`src/rtl/vram_wr_arb.sv`:
```
// vram_wr_arb: write front-end for the character generator VRAM port.
// CPU byte writes are queued in a small FIFO. A screen-clear command sweeps the
// whole address space with a fill code. Both sources drain onto a single
// registered VRAM write port at the CK_EE_i rate, and only while WR_WIN_i is open.
// Optional feature macro: VRAM_WR_ARB_OVF_STICKY_EN (sticky overflow flag on OVF_o).
module vram_wr_arb #(
  parameter int C_AW        = 10,
  parameter int C_DW        = 8,
  parameter int C_FIFO_LOG2 = 3
) (
  input  logic            CK_i,
  input  logic            XAR_i,
  input  logic            CK_EE_i,
  input  logic            WR_WIN_i,
  input  logic            PUSH_i,
  input  logic [C_DW-1:0] PUSH_WDs_i,
  input  logic [C_AW-1:0] PUSH_WAs_i,
  input  logic            CLR_REQ_i,
  input  logic [C_DW-1:0] CLR_CODEs_i,
  output logic            FULL_o,
  output logic            EMPTY_o,
  output logic            BUSY_o,
  output logic            DONE_o,
  output logic            OVF_o,
  output logic [C_DW-1:0] VRAM_WDs_o,
  output logic [C_AW-1:0] VRAM_WAs_o,
  output logic            VRAM_WE_o
);

  localparam int DEPTH = 1 << C_FIFO_LOG2;
  localparam logic [C_FIFO_LOG2:0] DEPTH_CNT = (C_FIFO_LOG2+1)'(DEPTH);

  typedef enum logic [0:0] {
    IDLE  = 1'b0,
    CLEAR = 1'b1
  } state_t;

  state_t state, state_nxt;

  // FIFO storage and bookkeeping
  logic [C_DW-1:0]        fifo_wd [DEPTH];
  logic [C_AW-1:0]        fifo_wa [DEPTH];
  logic [C_FIFO_LOG2-1:0] wr_ptr;
  logic [C_FIFO_LOG2-1:0] rd_ptr;
  logic [C_FIFO_LOG2:0]   count;

  // Clear sweep state
  logic [C_DW-1:0] clr_code;
  logic [C_AW-1:0] clr_addr;

  // Registered VRAM port and status
  logic [C_DW-1:0] vram_wd_q;
  logic [C_AW-1:0] vram_wa_q;
  logic            vram_we_q;
  logic            done_q;

  logic full;
  logic empty;
  logic pop;
  logic push_ok;
  logic write_clear;
  logic clr_last;

  assign full  = (count == DEPTH_CNT);
  assign empty = (count == '0);

  // A pending clear request always wins over a FIFO pop on the same edge.
  assign pop         = CK_EE_i && WR_WIN_i && (state == IDLE) && !empty && !CLR_REQ_i;
  assign push_ok     = PUSH_i && (!full || pop);
  assign write_clear = CK_EE_i && WR_WIN_i && (state == CLEAR) && !CLR_REQ_i;
  assign clr_last    = write_clear && (clr_addr == '1);

  // FIFO entry storage; contents need no reset because the pointers define validity
  always_ff @(posedge CK_i) begin
    if (push_ok) begin
      fifo_wd[wr_ptr] <= PUSH_WDs_i;
      fifo_wa[wr_ptr] <= PUSH_WAs_i;
    end
  end

  // FIFO pointers and occupancy count; pointers wrap naturally at the depth
  always_ff @(posedge CK_i or negedge XAR_i) begin
    if (!XAR_i) begin
      wr_ptr <= '0;
      rd_ptr <= '0;
      count  <= '0;
    end else begin
      if (push_ok) begin
        wr_ptr <= wr_ptr + 1'b1;
      end
      if (pop) begin
        rd_ptr <= rd_ptr + 1'b1;
      end
      case ({push_ok, pop})
        2'b10:   count <= count + 1'b1;
        2'b01:   count <= count - 1'b1;
        default: count <= count;
      endcase
    end
  end

  // State register
  always_ff @(posedge CK_i or negedge XAR_i) begin
    if (!XAR_i) begin
      state <= IDLE;
    end else begin
      state <= state_nxt;
    end
  end

  // Next-state logic: a clear request enters or restarts CLEAR, the last sweep write leaves it
  always_comb begin
    state_nxt = state;
    case (state)
      IDLE: begin
        if (CLR_REQ_i) begin
          state_nxt = CLEAR;
        end
      end
      CLEAR: begin
        if (CLR_REQ_i) begin
          state_nxt = CLEAR;
        end else if (clr_last) begin
          state_nxt = IDLE;
        end
      end
      default: state_nxt = IDLE;
    endcase
  end

  // Clear code latch and sweep address counter; the counter only moves on real writes
  always_ff @(posedge CK_i or negedge XAR_i) begin
    if (!XAR_i) begin
      clr_code <= '0;
      clr_addr <= '0;
    end else if (CLR_REQ_i) begin
      clr_code <= CLR_CODEs_i;
      clr_addr <= '0;
    end else if (write_clear) begin
      clr_addr <= clr_addr + 1'b1;
    end
  end

  // VRAM write port: updated only on CK_EE_i edges so WE stays up for a full enable period
  always_ff @(posedge CK_i or negedge XAR_i) begin
    if (!XAR_i) begin
      vram_wd_q <= '0;
      vram_wa_q <= '0;
      vram_we_q <= 1'b0;
    end else if (CK_EE_i) begin
      if (pop) begin
        vram_wd_q <= fifo_wd[rd_ptr];
        vram_wa_q <= fifo_wa[rd_ptr];
        vram_we_q <= 1'b1;
      end else if (write_clear) begin
        vram_wd_q <= clr_code;
        vram_wa_q <= clr_addr;
        vram_we_q <= 1'b1;
      end else begin
        vram_we_q <= 1'b0;
      end
    end
  end

  // Single-cycle completion pulse on the edge that writes the final sweep address
  always_ff @(posedge CK_i or negedge XAR_i) begin
    if (!XAR_i) begin
      done_q <= 1'b0;
    end else begin
      done_q <= clr_last;
    end
  end

`ifdef VRAM_WR_ARB_OVF_STICKY_EN
  logic drop;
  logic ovf_q;

  assign drop = PUSH_i && full && !pop;

  // Sticky overflow: a fresh drop takes precedence over a clear on the same edge
  always_ff @(posedge CK_i or negedge XAR_i) begin
    if (!XAR_i) begin
      ovf_q <= 1'b0;
    end else if (drop) begin
      ovf_q <= 1'b1;
    end else if (CLR_REQ_i) begin
      ovf_q <= 1'b0;
    end
  end

  assign OVF_o = ovf_q;
`else
  assign OVF_o = 1'b0;
`endif

  assign FULL_o     = full;
  assign EMPTY_o    = empty;
  assign BUSY_o     = (state == CLEAR);
  assign DONE_o     = done_q;
  assign VRAM_WDs_o = vram_wd_q;
  assign VRAM_WAs_o = vram_wa_q;
  assign VRAM_WE_o  = vram_we_q;

endmodule

```
`config.mk`:
```
export PLATFORM = sky130hd
export DESIGN_NAME = vram_wr_arb
export DESIGN_NICKNAME = d
export VERILOG_FILES = /design/src/rtl/vram_wr_arb.sv
export SDC_FILE = /design/constraint.sdc
export NUM_CORES = 1
export LEC_CHECK = 0
export ABC_CLOCK_PERIOD_IN_PS = 3300
export BUFFER_PORTS_ARGS = -buffer_cell sky130_fd_sc_hd__buf_2
export CAP_MARGIN = 15
export CORE_UTILIZATION = 48
export DETAILED_ROUTE_END_ITERATION = 12
export PLACE_DENSITY_LB_ADDON = 0.3
export SLEW_MARGIN = 20
export SYNTH_ARGS = -nofsm -noshare
export SYNTH_HDL_FRONTEND = slang
export SYNTH_SLANG_ARGS = --single-unit
```
`constraint.sdc`:
```
create_clock -name CK_i -period 3.3 [get_ports CK_i]
set_clock_uncertainty 0.15 [all_clocks]
set_input_delay 0.33 -clock CK_i [delete_from_list [all_inputs] [get_ports CK_i]]
set_output_delay 0.33 -clock CK_i [all_outputs]
set_load 0.01 [all_outputs]
```
Word-level counts from Yosys, hierarchy flattened --
Memory sizes are Yosys's and may differ from the RTL's. Cells that the tools add are included.
Storage, ports and cells: bits in registers 49, RAM bits 144, input bits 32, output and inout bits 24, word-level logic and storage cells 54, memories kept 2
Operators by class: $add $sub $neg 5, equal/unequal tests 4, multiplexer cells 15, bitwise logic cells 1, reduce and logical (&&, ||, !) cells 17
Memory list:
- fifo_wa | depth 8, bits a word 10, rd ports 1, clocked after Yosys merged registers in 0, write ports 1, RTL line 42 | logic [C_AW-1:0] fifo_wa [DEPTH];
- fifo_wd | depth 8, bits a word 8, rd ports 1, clocked after Yosys merged registers in 0, write ports 1, RTL line 41 | logic [C_DW-1:0] fifo_wd [DEPTH];
Operator list (count):
- $mux 10 | 4
- $mux 8 | 2
- $add 10x1->10 const B | 1
- $eq 10x10->1 const B | 1
- $logic_and 1x1->1 | 8
- $pmux 4 s2 | 1
- $mux 1 | 7
- $add 3x1->3 const B | 2
- $reduce_bool 2->1 | 3
- $add 4x1->4 const B | 1
- $eq 4x4->1 const B | 1
- $logic_not 4->1 | 1
- $sub 4x1->4 const B | 1
- $logic_not 1->1 | 3
- $eq 2x1->1 const B | 1
- $eq 2x2->1 const B | 1
- $pmux 1 s2 | 1
- $reduce_and 2->1 | 1
- $logic_or 1x1->1 | 1
- $not 1->1 | 1

Depth between registers and ports, before layout --
depth after elaboration 8, gate-level depth with buffers 7, mapped depth without buffers 7

Worst setup path after synthesis --
No wires, ideal clock.
path type register to register, from register state (netlist: BUSY_o), to memory fifo_wa[0][0] (enable), library setup time 439 ps, arrival time 2743 ps, data required time 2711 ps, setup slack -33 ps, cell stages (with the launch flop) 4, buffers on the path 0, clock period less this slack 3333 ps, cell sequence dfrtp_1 -> nand4bb_4 -> a21bo_2 -> nor4_1
Between the ends: word-level cells in the longest chain between the ends 8
RTL lines:
- from (decl) | RTL line 38 | state_t state, state_nxt;
- from (signal assigned) | RTL line 107 | state <= state_nxt;
- $not 1->1
- $logic_and 1x1->1 (3 in series) | RTL line 68 | assign pop = CK_EE_i && WR_WIN_i && (state == IDLE) && !empty && !CLR_REQ_i;
- $logic_or 1x1->1 | RTL line 69 | assign push_ok = PUSH_i && (!full || pop);
- $logic_and 1x1->1 | RTL line 69
- $mux 1 | RTL line 75 | if (push_ok) begin
- $mux 1 (implied by the code) | RTL line 77 | fifo_wa[wr_ptr] <= PUSH_WAs_i;
- to (decl) | RTL line 42
Every way passes these cells.

Worst setup path after layout --
from register state (netlist: BUSY_o), to register count[3]
Between the ends: word-level cells in the longest chain between the ends 8, elaborated cells between the ends (all ways) 10, those cells by class eq/ne (2); mux (1); bitwise (1); reduce/logical (6)
RTL lines:
- $not 1->1 *
- $logic_and 1x1->1 * (3 in series) | RTL line 68
- $logic_or 1x1->1 | RTL line 69
- $logic_and 1x1->1 | RTL line 69
- $eq 2x1->1 or $eq 2x2->1 (tied branches) | RTL line 94 | case ({push_ok, pop})
- $pmux 4 s2 or $reduce_bool 2->1 (tied branches)
- to (signal assigned) | RTL line 95 | 2'b10: count <= count + 1'b1;
- to (signal assigned) | RTL line 96 | 2'b01: count <= count - 1'b1;
- to (signal assigned) | RTL line 97 | default: count <= count;
- to (decl) | RTL line 45 | logic [C_FIFO_LOG2:0] count;
Every way passes the cells marked *; elsewhere a longest branch is shown, timed or not. A chain may end at the register's enable or synchronous reset.

==> flow_metrics.env <==
export IMPL_status="finished clean"
export IMPL_finalWirelength_um=13900
export IMPL_holdCritPathClass="input pin to flip-flop"
export IMPL_drv_slew=0
export IMPL_arrival_ns=2.54
export IMPL_critPathLaunchType="flip-flop"
export IMPL_fmax_mhz=419.6
export IMPL_via_per_inst=5.425
export IMPL_path_buf_inv=0
export IMPL_syn_area_mm2=0.007674
export IMPL_firstDrtPassIters=4
export IMPL_dpl_cell_area_mm2=0.008255
export IMPL_synth_seq_cells=193
export IMPL_antenna_cells=0
export IMPL_final_hold_violation_count=0
export IMPL_critPathKind="flip-flop to flip-flop"
export IMPL_grt_setup_unrepaired="false"
export IMPL_path_clk_slew_ns=0.07
export IMPL_die_w_um=128.4
export IMPL_fp_row_count=45
export IMPL_stdcell_area_mm2=0.008886
export IMPL_synth_edf_count=144
export IMPL_antenna_left=0
export IMPL_drc_errors=0
export IMPL_grt_pass1_wl_um=21940
export IMPL_slew_headroom_pct=48.51
export IMPL_setup_viol=0
export IMPL_cts_setup_buffers=0
export IMPL_cp_slowest_cell="dfrtp_1"
export IMPL_ys_warn_count=0
export IMPL_power_density_mw_per_mm2=657.5
export IMPL_synth_nets=445
export IMPL_period_share_pct=72.23
export IMPL_area_growth_pct=15.80
export IMPL_root_buffer="clkbuf_16"
export IMPL_cts_buffer_depth=2
export IMPL_gp_congestion=0.7647
export IMPL_synth_flop_cell="edfxtp_1"
export IMPL_ir_drop_uv=401.3
export IMPL_post_dp_hpwl_um=8540
export IMPL_critPathMaxStageDelay_ns=0.44
export IMPL_finalCriticalPeriod_ns=2.383
export IMPL_antenna_found_initial=0
export IMPL_grt_pass1_vias=3947
export IMPL_seq_area_mm2=0.005552
export IMPL_cts_sinks=193
export IMPL_die_area_mm2=0.01650
export IMPL_cts_hold_buf=9
export IMPL_vias=3830
export IMPL_required_ns=3.46
export IMPL_grt_max_degree=38
export IMPL_crit_path_cell_trace="nand4bb_4, nor3_2, ha_1, a21oi_1, and2_1, o2bb2a_1, xnor2_1"
export IMPL_grt_use_total_pct=18.58
export IMPL_finalSetupTns_ns=0
export IMPL_max_cap_violations=0
export IMPL_cts_tree="built"
export IMPL_ys_async_sr_fraction_pct=25.39
export IMPL_drive_above_1_share_pct=30.91
export IMPL_initial_core_util_pct=49.74
export IMPL_nNetsFinal=521
export IMPL_cts_made_buffers=17
export IMPL_io_pins=56
export IMPL_path_max_fanout=7
export IMPL_overflow=0
export IMPL_syn_mean_instance_area_um2=18.85
export IMPL_tightest_slew_ns=0.7715
export IMPL_portBuffers=54
export IMPL_ctsHtreeMaxLevel=4
export IMPL_ys_types=42
export IMPL_drt_iter0_drc=193
export IMPL_multiInputGateArea_mm2=0.002029
export IMPL_crit_family="simple AND/OR/NAND/NOR gates"
export IMPL_die_h_um=128.4
export IMPL_n_fill_cell=1180
export IMPL_insertion_delay_ns=0.43
export IMPL_synthCells=407
export IMPL_cts_resized=0
export IMPL_power_leakage_uw=0.003169
export IMPL_core_area_mm2=0.01543
export IMPL_yosysSeqAreaShare_pct=72.33
export IMPL_worst_setup_path_end_kind="flip-flop"
export IMPL_wl_per_cell_um=19.69
cell usage after synthesis, types with 2 or more instances:
cell type	instances	area [µm²]
mux4_2	36	810.8
and4_1	2	17.52
nand2_1	7	26.28
inv_1	6	22.52
buf_4	6	45.04
nand4_1	6	37.54
mux2i_1	20	200.2
a22oi_1	18	135.1
nand3_1	5	25.02
edfxtp_1	144	4324
xor2_1	10	87.58
xnor2_1	6	52.55
and2_1	3	18.77
buf_2	7	35.03
nor2_1	15	56.30
ha_1	5	62.56
nor3_1	4	20.02
clkbuf_1	7	26.28
and3_1	3	18.77
o21ai_1	19	95.09
nand2b_1	2	12.51
dfrtp_1	49	1226
mux2_2	8	90.09
cells by family after synthesis:
logic type	after synthesis	share of synthesized area [%]
compound gates	45	3.995
fa+ha+maj	6	1.076
flops	193	72.33
mux	66	14.69
buf+inv	26	1.679
xor+xnor	16	1.826
other cells	1	0.04887
simple gates	54	4.354
cell type report:
class,instances,area share (%)
sequential,193,62.48
multi-input combinational,188,22.84
timing repair buffer,77,5.379
clock buffer,18,4.830
tap,211,2.971
clock inverter,13,1.253
inverter,6,0.2534
flip-flops by register name, summed over array words and instances, names as in the netlist:
name / count
fifo_wa: 80
fifo_wd: 64
VRAM_WAs_o: 10
clr_addr: 10
VRAM_WDs_o: 8
clr_code: 8
count: 4
rd_ptr: 3
wr_ptr: 3
BUSY_o: 1
DONE_o: 1
VRAM_WE_o: 1
routing by layer:
layer | part of all wire (%) | GRT usage, % | wire (µm) | up-vias
met2 | 50 | 29.63 | 6916 | 84
met1 | 45 | 25.14 | 6283 | 1971
met5 | 0 | 0 | 0 | -
li1 | - | - | - | 1764
met3 | 3.9 | 4.075 | 549 | 11
met4 | 1.1 | 7.266 | 153 | 0
final timing paths:
check | start | endpoint | slack, ns | cells past startpoint
setup reg to reg | BUSY_o$_DFF_PN0_ | count[3]$_DFFE_PN0P_ | 0.92 | 7
hold reg to reg | VRAM_WAs_o[6]$_DFFE_PN0P_ | VRAM_WAs_o[6]$_DFFE_PN0P_ | 0.36 | 2
setup / recovery | BUSY_o$_DFF_PN0_ | count[3]$_DFFE_PN0P_ | 0.92 | 7
max in group asynchronous | XAR_i | rd_ptr[0]$_DFFE_PN0N_ | 1.97 | 3
min in group asynchronous | XAR_i | count[2]$_DFFE_PN0P_ | 0.31 | 2
hold / removal | PUSH_WDs_i[1] | fifo_wd[4][1]$_DFFE_PP_ | 0.01 | 1
cell usage in the layout, fill, tap and decap left out, types with 2 or more instances in the layout:
| cell | count |
|---|---|
| buf_4 | 13 |
| mux2_2 | 8 |
| xor2_1 | 10 |
| dlygate4sd3_1 | 9 |
| clkinv_1 | 4 |
| inv_1 | 6 |
| mux2i_1 | 20 |
| dfrtp_1 | 48 |
| a22oi_1 | 18 |
| nand2b_1 | 2 |
| xnor2_1 | 6 |
| clkbuf_16 | 17 |
| buf_2 | 54 |
| edfxtp_1 | 144 |
| nor2_1 | 15 |
| nand3_1 | 5 |
| and2_1 | 3 |
| and3_1 | 3 |
| mux4_2 | 36 |
| inv_6 | 3 |
| clkinvlp_4 | 2 |
| ha_1 | 5 |
| o21ai_1 | 19 |
| and4_1 | 2 |
| nor4_4 | 2 |
| nor3_2 | 5 |
| nand4_1 | 6 |
| nand2_1 | 7 |
power breakdown:
| part | switching (µW) | total, µW | internal [µW] |
|---|---|---|---|
| logic | 453 | 812 | 359 |
| clock network | 854 | 1890 | 1040 |
| registers | 178 | 3140 | 2960 |
metrics by stage:
step	power (µW)	setup WS, ns	instances	util (%)	hold WS, ns
after floorplan	3669	0.3986	407	-	-0.1156
after global placement	3971	0.8781	666	53.51	0.2355
after detailed placement	4019	0.7859	666	53.51	0.2412
after CTS	5914	0.9450	706	57.60	0.0007853
after global routing	6086	0.7818	706	57.60	0.008640
final	5842	0.9165	706	57.60	0.01055
No activity file was read; power rests on OpenSTA's default activity.
